File: config.mk
export PLATFORM = sky130hd
export DESIGN_NAME = apb_conv_master
export DESIGN_NICKNAME = d
export VERILOG_FILES = /design/src/rtl/apb_conv_master.sv
export SDC_FILE = /design/constraint.sdc
export NUM_CORES = 1
export LEC_CHECK = 0
export ABC_CLOCK_PERIOD_IN_PS = 7150
export CORE_AREA = 3 3 149 151
export DETAILED_ROUTE_END_ITERATION = 12
export DIE_AREA = 0 0 152 154
export HOLD_SLACK_MARGIN = 0.15
export PLACE_DENSITY = 0.71
export SLEW_MARGIN = 20
export SYNTH_ARGS = -nofsm -noshare
export SYNTH_HDL_FRONTEND = slang
export SYNTH_SLANG_ARGS = --single-unit
File: constraint.sdc
create_clock -name HCLK -period 7.15 [get_ports HCLK]
set_input_delay 0.715 -clock HCLK [delete_from_list [all_inputs] [get_ports HCLK]]
set_output_delay 0.715 -clock HCLK [all_outputs]
set_load 0.005 [all_outputs]
File: src/rtl/apb_conv_master.sv
// APB initiator: a small command FIFO feeds a SETUP/ACCESS sequencer with a
// PREADY-low timeout; each completed transfer lands in a one-entry response register.
module apb_conv_master #(
    parameter int FIFO_DEPTH = 4,
    parameter int TIMEOUT    = 16
) (
    input  logic        HCLK,
    input  logic        HRESETn,
    // command port
    input  logic        cmd_valid,
    output logic        cmd_ready,
    input  logic        cmd_write,
    input  logic [11:0] cmd_addr,
    input  logic [31:0] cmd_wdata,
    // response port
    output logic        rsp_valid,
    input  logic        rsp_ready,
    output logic [31:0] rsp_rdata,
    output logic        rsp_err,
    output logic        rsp_timeout,
    // APB
    output logic [11:0] PADDR,
    output logic [31:0] PWDATA,
    output logic        PWRITE,
    output logic        PSEL,
    output logic        PENABLE,
    input  logic [31:0] PRDATA,
    input  logic        PREADY,
    input  logic        PSLVERR,
    output logic        busy_o
);
    localparam int PTR_W = $clog2(FIFO_DEPTH);
    localparam int CNT_W = PTR_W + 1;
    localparam int TMO_W = (TIMEOUT > 0) ? $clog2(TIMEOUT + 1) : 1;

    typedef struct packed {
        logic        write;
        logic [11:0] addr;
        logic [31:0] wdata;
    } cmd_t;

    typedef enum logic [1:0] {IDLE, SETUP, ACCESS} state_t;

    // ---------------- command FIFO ----------------
    cmd_t             mem_q [FIFO_DEPTH];
    logic [PTR_W-1:0] wr_ptr_q, rd_ptr_q;
    logic [CNT_W-1:0] count_q;
    logic             full, empty, push, pop;
    cmd_t             cmd_in;

    assign full      = (count_q == CNT_W'(FIFO_DEPTH));
    assign empty     = (count_q == '0);
    // Held low while in reset so the port reads all-zero until release.
    assign cmd_ready = HRESETn & ~full;
    assign push      = cmd_valid & cmd_ready;
    assign cmd_in    = '{write: cmd_write, addr: cmd_addr, wdata: cmd_wdata};

    always_ff @(posedge HCLK or negedge HRESETn) begin
        if (!HRESETn) begin
            wr_ptr_q <= '0;
            rd_ptr_q <= '0;
            count_q  <= '0;
        end else begin
            if (push) wr_ptr_q <= wr_ptr_q + 1'b1;
            if (pop)  rd_ptr_q <= rd_ptr_q + 1'b1;
            case ({push, pop})
                2'b10:   count_q <= count_q + 1'b1;
                2'b01:   count_q <= count_q - 1'b1;
                default: count_q <= count_q;
            endcase
        end
    end

    // Storage needs no reset: the count alone decides what is valid.
    always_ff @(posedge HCLK) begin
        if (push) mem_q[wr_ptr_q] <= cmd_in;
    end

    // ---------------- sequencer ----------------
    state_t           state_q, state_d;
    cmd_t             hold_q, hold_d;
    logic [TMO_W-1:0] wait_q, wait_d;
    logic             rsp_valid_q, rsp_valid_d;
    logic [31:0]      rsp_rdata_q, rsp_rdata_d;
    logic             rsp_err_q, rsp_err_d;
    logic             rsp_to_q, rsp_to_d;

    always_ff @(posedge HCLK or negedge HRESETn) begin
        if (!HRESETn) begin
            state_q     <= IDLE;
            hold_q      <= '0;
            wait_q      <= '0;
            rsp_valid_q <= 1'b0;
            rsp_rdata_q <= '0;
            rsp_err_q   <= 1'b0;
            rsp_to_q    <= 1'b0;
        end else begin
            state_q     <= state_d;
            hold_q      <= hold_d;
            wait_q      <= wait_d;
            rsp_valid_q <= rsp_valid_d;
            rsp_rdata_q <= rsp_rdata_d;
            rsp_err_q   <= rsp_err_d;
            rsp_to_q    <= rsp_to_d;
        end
    end

    always_comb begin
        state_d     = state_q;
        pop         = 1'b0;
        hold_d      = hold_q;
        wait_d      = wait_q;
        rsp_valid_d = rsp_valid_q & ~rsp_ready;
        rsp_rdata_d = rsp_rdata_q;
        rsp_err_d   = rsp_err_q;
        rsp_to_d    = rsp_to_q;
        case (state_q)
            IDLE: begin
                // Issue only when the response slot is free, so completions never collide.
                if (!empty && (!rsp_valid_q || rsp_ready)) begin
                    pop    = 1'b1;
                    hold_d = mem_q[rd_ptr_q];
                    if (!hold_d.write) hold_d.wdata = '0;
                    wait_d  = '0;
                    state_d = SETUP;
                end
            end
            SETUP: state_d = ACCESS;
            ACCESS: begin
                if (PREADY) begin
                    state_d     = IDLE;
                    rsp_valid_d = 1'b1;
                    rsp_rdata_d = hold_q.write ? 32'h0 : PRDATA;
                    rsp_err_d   = PSLVERR;
                    rsp_to_d    = 1'b0;
                end else if (TIMEOUT != 0 && wait_q == TMO_W'(TIMEOUT)) begin
                    state_d     = IDLE;
                    rsp_valid_d = 1'b1;
                    rsp_rdata_d = '0;
                    rsp_err_d   = 1'b1;
                    rsp_to_d    = 1'b1;
                end else begin
                    wait_d = wait_q + 1'b1;
                end
            end
            default: state_d = IDLE;
        endcase
    end

    assign PSEL        = (state_q != IDLE);
    assign PENABLE     = (state_q == ACCESS);
    assign PADDR       = hold_q.addr;
    assign PWRITE      = hold_q.write;
    assign PWDATA      = hold_q.wdata;
    assign rsp_valid   = rsp_valid_q;
    assign rsp_rdata   = rsp_rdata_q;
    assign rsp_err     = rsp_err_q;
    assign rsp_timeout = rsp_to_q;
    assign busy_o      = ~empty | (state_q != IDLE);

endmodule

# Word-level counts from Yosys, hierarchy flattened
# Memories as Yosys holds them, arrays and structs flattened.
# Cells that the tools add are included.
[classes]
muxes = 23
eq_ne = 10
n_bitwise = 7
reduce_logical = 14
multipliers = 0
order_cmp = 0
shift = 0
add_sub_neg = 5
div = 0
[op_table]
columns = ["op", "n"]
rows = [
  ["$mux 32", 4],
  ["$mux 5", 3],
  ["$mux 1", 10],
  ["$pmux 5 s2", 1],
  ["$reduce_bool 2->1", 4],
  ["$mux 2", 3],
  ["$ne 2x2->1 const B", 3],
  ["$pmux 2 s3", 1],
  ["$pmux 3 s2", 1],
  ["$reduce_and 2->1", 3],
  ["$add 5x1->5 const B", 1],
  ["$eq 5x5->1 const B", 1],
  ["$add 2x1->2 const B", 2],
  ["$eq 2x1->1 const B", 2],
  ["$eq 2x2->1 const B", 2],
  ["$reduce_and 4->1", 1],
  ["$add 3x1->3 const B", 1],
  ["$and 1x1->1", 3],
  ["$eq 3x3->1 const B", 1],
  ["$logic_not 3->1", 1],
  ["$ne 3x1->1 const B", 1],
  ["$not 1->1", 3],
  ["$sub 3x1->3 const B", 1],
  ["$logic_not 1->1", 2],
  ["4 further kinds", 4],
]
[totals]
out_inout_bits = 84
word_cells = 72
latchBits = 0
memories = 1
mem_bits_ro = 0
ram_bits = 180
in_bits = 83
reg_bits = 94
[mem_list]
columns = ["memory", "depth", "word_bits", "read_ports", "rd_clocked_by_memory_dff", "write_ports", "line_no", "source"]
rows = [
  ["mem_q", 4, 45, 1, 0, 1, "45", "cmd_t mem_q [FIFO_DEPTH];"],
]

# Logic depth before layout (Yosys ltp)
# Gate-level depths: netlist of the first run.
[logic_depth]
depth_word = 7
mapped_depth = 10
mapped_depth_nobuf = 9

# Worst setup path after synthesis of the first run
# Ideal clock, no wire load.
[synth_timing]
path_type = "input to register"
start = "input port HRESETn"
end = "memory mem_q[0][0] (netlist bit), enable pin"
setup_ns = 0.407
n_path_buf = 0
arrival_ns = 2.300
path_slack_ns = 4.443
cell_stages = 2
t_required_ns = 6.743
path_cell_list = "a21boi_0 > and3_1"
[synth_via]
elab_chain_cells = 4
[synth_rtl]
columns = ["element", "line_no", "source"]
rows = [
  ["from (decl)", "8", "input logic HRESETn,"],
  ["$and 1x1->1", "54", "assign cmd_ready = HRESETn & ~full;"],
  ["$and 1x1->1", "55", "assign push = cmd_valid & cmd_ready;"],
  ["$mux 1", "76", "if (push) mem_q[wr_ptr_q] <= cmd_in;"],
  ["$mux 1 (not written as such)", "76", ""],
  ["to (decl)", "45", ""],
]
# Every way passes these cells.

# Final worst setup path of the first run
[layout_timing]
start = "input port HRESETn"
end = "output port cmd_ready"
[layout_via]
elab_chain_cells = 1
[layout_rtl]
columns = ["element", "line_no", "source"]
rows = [
  ["$and 1x1->1", "54", ""],
  ["to (decl)", "11", "output logic cmd_ready,"],
]
# Every way passes these cells.

==> results of run 1 <==
-- cell usage in the layout (no fill, tap or decap), drive strengths merged, types with 2 or more instances in the layout --
cell and count:
edfxtp 180, clkbuf 36, clkinv 6, bufinv 3
o31ai 32, dfrtp 94, clkinvlp 3, nor2b 2
nand3 10, ha 7, buf 8, nand2b 3
xnor2 5, nor3 3, nor2 4, clkdlybuf4s50 165
and3 4, mux4 44, mux2 3, inv 44
o21ai 40, or3 3, nand2 137
-- power groups by stage --
stage	Combinational, W	Clock [W]	Sequential [W]
detailed placement	0.00166	0	0.00242
global route	0.00182	0.00153	0.00243
CTS	0.00167	0.00146	0.00239
global placement	0.00160	0	0.00239
floorplan	0.00103	0	0.00225
finish	0.00165	0.00142	0.00238
-- final timing paths --
| path | start | end | depth (start not counted) |
|---|---|---|---|
| setup / recovery | HRESETn | cmd_ready | 4 |
| hold / removal | PADDR[10]$_DFFE_PN0P_ | PADDR[10]$_DFFE_PN0P_ | 2 |
| setup reg to reg | count_q[0]$_DFFE_PN0P_ | count_q[2]$_DFFE_PN0P_ | 8 |
| hold reg to reg | PADDR[10]$_DFFE_PN0P_ | PADDR[10]$_DFFE_PN0P_ | 2 |
| max in group asynchronous | HRESETn | rd_ptr_q[1]$_DFFE_PN0P_ | 3 |
| min in group asynchronous | HRESETn | rsp_rdata[10]$_DFFE_PN0P_ | 2 |
-- metrics by stage --
stage                     hold WS [ns]  worst slack [ns]  std cells  total power [W]  cell area [µm²]
after floorplan                  0.419              4.44        660          0.00328            10500
after global placement           0.462              3.21       1070          0.00399            12400
after detailed placement         0.466              3.16       1071          0.00408            12400
after CTS                        0.483              3.55       1122          0.00552            13400
after global routing             0.507              3.40       1123          0.00578            13400
final                            0.476              3.59       1124          0.00545            13400
-- layout make-up --
| class | instances | area, µm² |
|---|---|---|
| antenna | 1 | 2.50 |
| clock buffer | 36 | 739 |
| clock inverter | 14 | 174 |
| fill | 1525 | 7550 |
| inverter | 42 | 158 |
| multi-input combinational | 308 | 2460 |
| sequential | 274 | 7760 |
| tap | 275 | 344 |
| timing repair buffer | 174 | 1760 |
-- flip-flops by register name (all words and copies together), names as in the netlist --
signal and count:
rsp_rdata 32, PWDATA 32, rsp_err 1, PWRITE 1, rd_ptr_q 2, wr_ptr_q 2
wait_q 5, rsp_valid 1, state_q 2, PADDR 12, count_q 3, mem_q 180
rsp_timeout 1
-- worst reg2reg max path, cell delays in order, from the launching register on --
cell	delay, ns
dfrtp_1	0.43
nor3_1	0.26
or3_4	0.81
inv_1	0.59
ha_1	0.40
fa_1	0.39
xnor2_1	0.17
nor2_1	0.07
xor2_1	0.13
-- layer usage --
metal / global-route usage [%] / vias to the layer above / share of wire (%)
li1: - / 2734 / -
met1: 24.1 / 2989 / 42
met2: 31.5 / 220 / 50
met3: 4.17 / 26 / 7.0
met4: 3.47 / 0 / 1.6
met5: 0 / - / 0
-- kinds of logic after synthesis --
kind of cell	after synthesis	synth area share, %
DFF	274	73.8
and+or+nand+nor	169	6.58
buffers and inverters	78	3.17
AOI/OAI and AO/OA	77	5.05
muxes	48	9.85
adders and majority gates	8	1.02
xor gates and xnor gates	6	0.500
==> results.cfg, run 1 <==
[global_route]
antenna_found_initial = 0
grt_pass1_wl_mm = 34.5
overflow = 0
grt_usage_pct = 18.2
grt_max_degree = 86
first_global_vias = 6411

[worst_hold_path]
hold_class = register to register

[yosys]
synth_seq_cells = 274
synth_top_area_cell = edfxtp_1
seq_area_frac_synth_pct = 73.8
netlist_area_mm2 = 0.0105
synthMostInstantiatedCell = edfxtp_1
synth_fp_nets = 751
async_flop_share_pct = 34.3
synth.avg_cell_area_um2 = 15.9
synth_top_area_share_pct = 51.4
synthTopCellsByCount = 180 x edfxtp_1, 137 x nand2_1, 94 x dfrtp_1
synthFlopType = edfxtp_1
synth_edf_count = 180
synth.area.top_cells = edfxtp_1 51%, dfrtp_1 22%, mux4_2 9.4%
ys_warn_count = 0
synthCells = 660
synth.distinct_cells = 34

[clock_tree]
root_buffer = clkbuf_16
cts_resized = 0
numClockSinks = 274
cts_buffers = 27
clock_latency_ns = 0.53
cts_buffer_depth = 3
post_cts_buffers = 0
clkTransAtPathRegs_ns = 0.06
holdBufCountCts = 1
ctsHtreeMaxLevel = 1
tritoncts = done

[worst_setup_path]
required_ns = 6.43
path_max_fanout = 37
max_stage_delay_ns = 0.64
path_class = input port to primary output
regToRegSetupSlack_ns = 3.78
worstPathArrival_ns = 2.84
critPathBufInv = 3
cpMaxStageDelayCell = clkdlybuf4s50_1
worstPathCellList = dlygate4sd3_1 -> buf_4 -> a21boi_0 -> clkdlybuf4s50_1
critPathLaunchType = input port
cp_top_family = buffers and inverters
cp-end-kind = primary output

[floorplan]
dieArea_mm2 = 0.0234
boundaryPins = 167
start_util_pct = 50.1
die_h_um = 154
die-width_um = 152
core_area_mm2 = 0.0210
rows = 53

[timing]
setup_viol = 0
post-route-period-util_pct = 49.8
rsz0062_at_grt = no
fin_crit_ns = 3.56
tightest_slew_ns = 0.970
timing.setup.tns_ns = 0
finalHoldViolCount = 0
max_freq_ghz = 0.281
drv_slew = 0
skew_ns = 0.0160
relSlewSlack_pct = 35.3

[power_and_ir_drop]
internal_power_w = 0.00381
p_leak_nw = 5.03
clkPwrFrac_pct = 26.1
ir_worst_vdd_v = 0.000266
seqPwrFrac_pct = 43.6
p_sw_share_pct = 30.1
switchingPower_w = 0.00164
power_frac_comb_pct = 30.3
p_per_area_mw_per_mm2 = 406

[detailed_routing]
drtIter0Drc = 359
wl_mm = 21.4
drc_errors = 0
dr.pass1.iters = 5
via_per_inst = 5.31
postRouteAntennaNets = 0
wl_per_cell_um = 19.1
vias = 5969

[final_layout]
drive_gt1_share_pct = 13.9
layout.nets = 918
final_core_util_pct = 64.0
areaGrowthSynthToFinish_pct = 27.5

[job]
drv_cap = 0

[placement]
place_congestion = 0.810
port_buffers = 166
detailed_place_hpwl_mm = 13.3

[run_status]
status = complete, no violations
Power figures use the tool's default switching activity.
==> run 2, diff against run 1 <==
ABC_CLOCK_PERIOD_IN_PS = 2900   (was 7150)
CORE_AREA = 3 3 152 154   (was 3 3 149 151)
DIE_AREA = 0 0 155 157   (was 0 0 152 154)
clock period = 2.9 ns   (was 7.15 ns; I/O delays follow)
==> results.cfg, run 2 (synthesis results as in run 1) <==
[timing]
max_freq_ghz = 0.438
tightest_slew_ns = 0.983
setup_viol = 0
timing.setup.tns_ns = 0
post-route-period-util_pct = 78.7
relSlewSlack_pct = 34.5
finalHoldWorstSlack_ns = 0.334
skew_ns = 0.0118
finalHoldViolCount = 0
fin_crit_ns = 2.28
drv_slew = 0
rsz0062_at_grt = no

[job]
drv_cap = 0

[worst_hold_path]
hold_class = input port to register

[detailed_routing]
vias = 6050
wl_per_cell_um = 19.0
wl_mm = 21.6
postRouteAntennaNets = 0
drtIter0Drc = 311
dr.pass1.iters = 7
drc_errors = 0
via_per_inst = 5.31

[floorplan]
rows = 54
die-width_um = 155
start_util_pct = 48.1
boundaryPins = 167
dieArea_mm2 = 0.0243
die_h_um = 157
core_area_mm2 = 0.0218

[final_layout]
antenna_cells = 0
layout.nets = 929
layout.cells.most_common = edfxtp_1
largest_reg_flops = 180
fin_cells = 1139
layout_common_cells = 180 x edfxtp_1, 165 x clkdlybuf4s50_1, 137 x nand2_1
drive_gt1_share_pct = 15.3
areaGrowthSynthToFinish_pct = 29.4
top_register = mem_q

[worst_setup_path]
critPathLaunchType = register
required_ns = 3.30
worstPathArrival_ns = 2.68
cp-end-kind = register
path_max_fanout = 6
path_class = register to register

[global_route]
grt_usage_pct = 17.9
antenna_found_initial = 1
overflow = 0
busiest_layer = met2
use_met2_pct = 30.4
grt_pass1_wl_mm = 34.5
first_global_vias = 6405
met1_usage_pct = 24.4
use_met3_pct = 3.66
grt_max_degree = 85

[clock_tree]
ctsHtreeMaxLevel = 1
tritoncts = done
clkTransAtPathRegs_ns = 0.06
post_cts_buffers = 0
root_buffer = clkbuf_16
cts_buffers = 28
numClockSinks = 274
holdBufCountCts = 1
cts_buffer_depth = 3
cts_resized = 0
clock_latency_ns = 0.53

[placement]
place_congestion = 0.875
placed_cells = 1087
detailed_place_hpwl_mm = 13.7
port_buffers = 166

[power_and_ir_drop]
p_per_area_mw_per_mm2 = 1020
ir_worst_vdd_v = 0.000673
p_leak_nw = 5.14

[run_status]
status = complete, no violations
## run 2: area by class of cell
class	count	area, µm²
Fill cell	1602	8220
Sequential cell	274	7760
Multi-Input combinational cell	308	2450
Timing Repair Buffer	184	1870
Clock buffer	39	813
Tap cell	280	350
Clock inverter	12	199
Inverter	42	158
## run 2: metrics by stage
stage / instance area (µm²) / worst slack, ns / total power [W] / util, %
2_1_floorplan: 10500 / 0.448 / 0.00808 / -
3_3_place_gp: 12600 / 0.686 / 0.00992 / 57.5
3_5_place_dp: 12600 / 0.637 / 0.0102 / 57.6
4_1_cts: 13600 / 0.617 / 0.0140 / 62.3
5_1_grt: 13600 / 0.426 / 0.0146 / 62.3
6_report: 13600 / 0.619 / 0.0138 / 62.3
## run 2: final timing paths
check	startpoint	end	slack [ns]	cells past startpoint
worst max-delay path	count_q[0]$_DFFE_PN0P_	count_q[2]$_DFFE_PN0P_	0.62	10
worst min-delay path	PRDATA[19]	rsp_rdata[19]$_DFFE_PN0P_	0.33	3
worst max register to register	count_q[0]$_DFFE_PN0P_	count_q[2]$_DFFE_PN0P_	0.62	10
worst min register to register	state_q[1]$_DFFE_PN0P_	state_q[1]$_DFFE_PN0P_	0.47	1
max in group asynchronous	HRESETn	rd_ptr_q[0]$_DFFE_PN0P_	1.21	4
min in group asynchronous	HRESETn	rsp_rdata[5]$_DFFE_PN0P_	0.39	3
## run 2: worst max-delay path, cell delays in order, from the launching register on
cell and delay [ns]:
dfrtp_1 0.44, nor2_1 0.07, a21boi_0 0.19, buf_4 0.16, and2_1 0.19, inv_1 0.07, ha_1 0.24, fa_1 0.40
xnor2_1 0.20, nor2_1 0.07, xor2_1 0.14
## run 2: power by group
part,internal (W),switching (W)
Combinational,0.00229,0.00209
Clock,0.00240,0.00142
Sequential,0.00509,0.000546
## run 2: metal layers
metal / share of wire [%] / wire length [µm] / vias up
li1: - / - / 2752
met1: 42 / 9140 / 3031
met2: 48 / 10500 / 232
met3: 7.4 / 1590 / 33
met4: 1.8 / 398 / 2
met5: 0.037 / 8 / -
==> run 3, diff against run 2 <==
ABC_CLOCK_PERIOD_IN_PS = 2000   (was 2900)
clock period = 2 ns   (was 2.9 ns; I/O delays follow)
==> results.cfg, run 3 (synthesis results as in run 1) <==
[timing]
fin_crit_ns = 1.99
post-route-period-util_pct = 99.4
tightest_slew_ns = 0.750
relSlewSlack_pct = 50.0
drv_slew = 0
rsz0062_at_grt = yes
finalHoldWorstSlack_ns = 0.233
setup_viol = 0
skew_ns = 0.0167
finalHoldViolCount = 0
max_freq_ghz = 0.503
worst_slack_ns = 0.0124

[final_layout]
layout.nets = 944
layout_common_cells = 180 x edfxtp_1, 162 x clkdlybuf4s50_1, 137 x nand2_1
layout.cells.most_common = edfxtp_1
antenna_cells = 0
areaGrowthSynthToFinish_pct = 30.2
top_register = mem_q
drive_gt1_share_pct = 17.1
largest_reg_flops = 180
fin_cells = 1155

[clock_tree]
cts_buffer_depth = 3
ctsHtreeMaxLevel = 1
root_buffer = clkbuf_16
clkTransAtPathRegs_ns = 0.06
numClockSinks = 274
clock_latency_ns = 0.53
tritoncts = done
cts_buffers = 28

[worst_hold_path]
hold_class = input port to register

[power_and_ir_drop]
p_leak_nw = 5.18
finalPower_w = 0.0198
ir_worst_vdd_v = 0.000874
p_per_area_mw_per_mm2 = 1450

[placement]
detailed_place_hpwl_mm = 14.2
placed_cells = 1100
port_buffers = 166
place_congestion = 0.803
pre_cts_ws_ns = -0.118

[detailed_routing]
wl_mm = 22.2
dr.pass1.iters = 5
wl_per_cell_um = 19.2
drc_errors = 0
drtIter0Drc = 389
postRouteAntennaNets = 0
vias = 6106
via_per_inst = 5.29

[floorplan]
start_util_pct = 48.1
rows = 54
die_h_um = 157
core_area_mm2 = 0.0218
boundaryPins = 167
dieArea_mm2 = 0.0243
die-width_um = 155

[global_route]
grt_max_degree = 66
antenna_found_initial = 0
met1_usage_pct = 23.5
busiest_layer = met2
overflow = 0
grt_pass1_wl_mm = 35.2
use_met2_pct = 32.3
grt_usage_pct = 18.4
first_global_vias = 6569
use_met3_pct = 4.48

[job]
drv_cap = 0

[worst_setup_path]
critPathLaunchType = register
cp-end-kind = register
path_max_fanout = 3
required_ns = 2.40
worstPathArrival_ns = 2.39
path_class = register to register

[run_status]
status = complete, no violations
## run 3: power by group
part | switching, W | internal, W | leakage (nW) | total [W]
Sequential | 0.000697 | 0.00738 | 2.85 | 0.00808
Combinational | 0.00324 | 0.00359 | 1.90 | 0.00684
Clock | 0.00206 | 0.00287 | 0.439 | 0.00492
## run 3: final cells by class
cell class	instances	area (µm²)
fill	1577	8140
multi-input combinational	308	2490
clock buffer	33	729
timing repair buffer	199	2030
inverter	42	160
sequential	274	7760
tap	280	350
clock inverter	19	156
## run 3: final timing paths
check / startpoint / endpoint / slack, ns / cells past startpoint
setup / recovery: state_q[1]$_DFFE_PN0P_ / count_q[1]$_DFFE_PN0P_ / 0.01 / 6
hold / removal: PRDATA[16] / rsp_rdata[16]$_DFFE_PN0P_ / 0.23 / 3
setup reg to reg: state_q[1]$_DFFE_PN0P_ / count_q[1]$_DFFE_PN0P_ / 0.01 / 6
hold reg to reg: PADDR[1]$_DFFE_PN0P_ / PADDR[1]$_DFFE_PN0P_ / 0.47 / 2
max in group asynchronous: HRESETn / rd_ptr_q[0]$_DFFE_PN0P_ / 0.43 / 4
min in group asynchronous: HRESETn / PADDR[8]$_DFFE_PN0P_ / 0.35 / 3
## run 3: worst max-delay path, cell delays in order, from the launching register on
cell	delay (ns)
dfrtp_1	0.40
or2_1	0.24
or3_4	0.36
inv_4	0.07
ha_4	0.13
fa_1	0.40
mux2_2	0.27
## run 3: through the flow
step / setup TNS (ns) / util, % / cell area (µm²)
6_report: 0 / 62.7 / 13700
4_1_cts: 0 / 62.6 / 13700
5_1_grt: -0.0873 / 62.7 / 13700
3_5_place_dp: -0.657 / 58.4 / 12700
3_3_place_gp: -0.105 / 58.4 / 12700
2_1_floorplan: -0.226 / - / 10500
## run 3: per-layer routing
metal	vias up	routed length [µm]
li1	2789	-
met1	3054	8970
met2	245	11100
met3	18	1890
met4	0	231
met5	-	0
## run 3: timing repair
action / 4_1_cts / 5_1_grt
hold buffers: 1 / 0
setup endpoints to repair: 3 / 7
buffers inserted: 1 / 1
hold endpoints to repair: 35 / 0
gates resized for setup: 5 / 4
pin swaps: 2 / 0
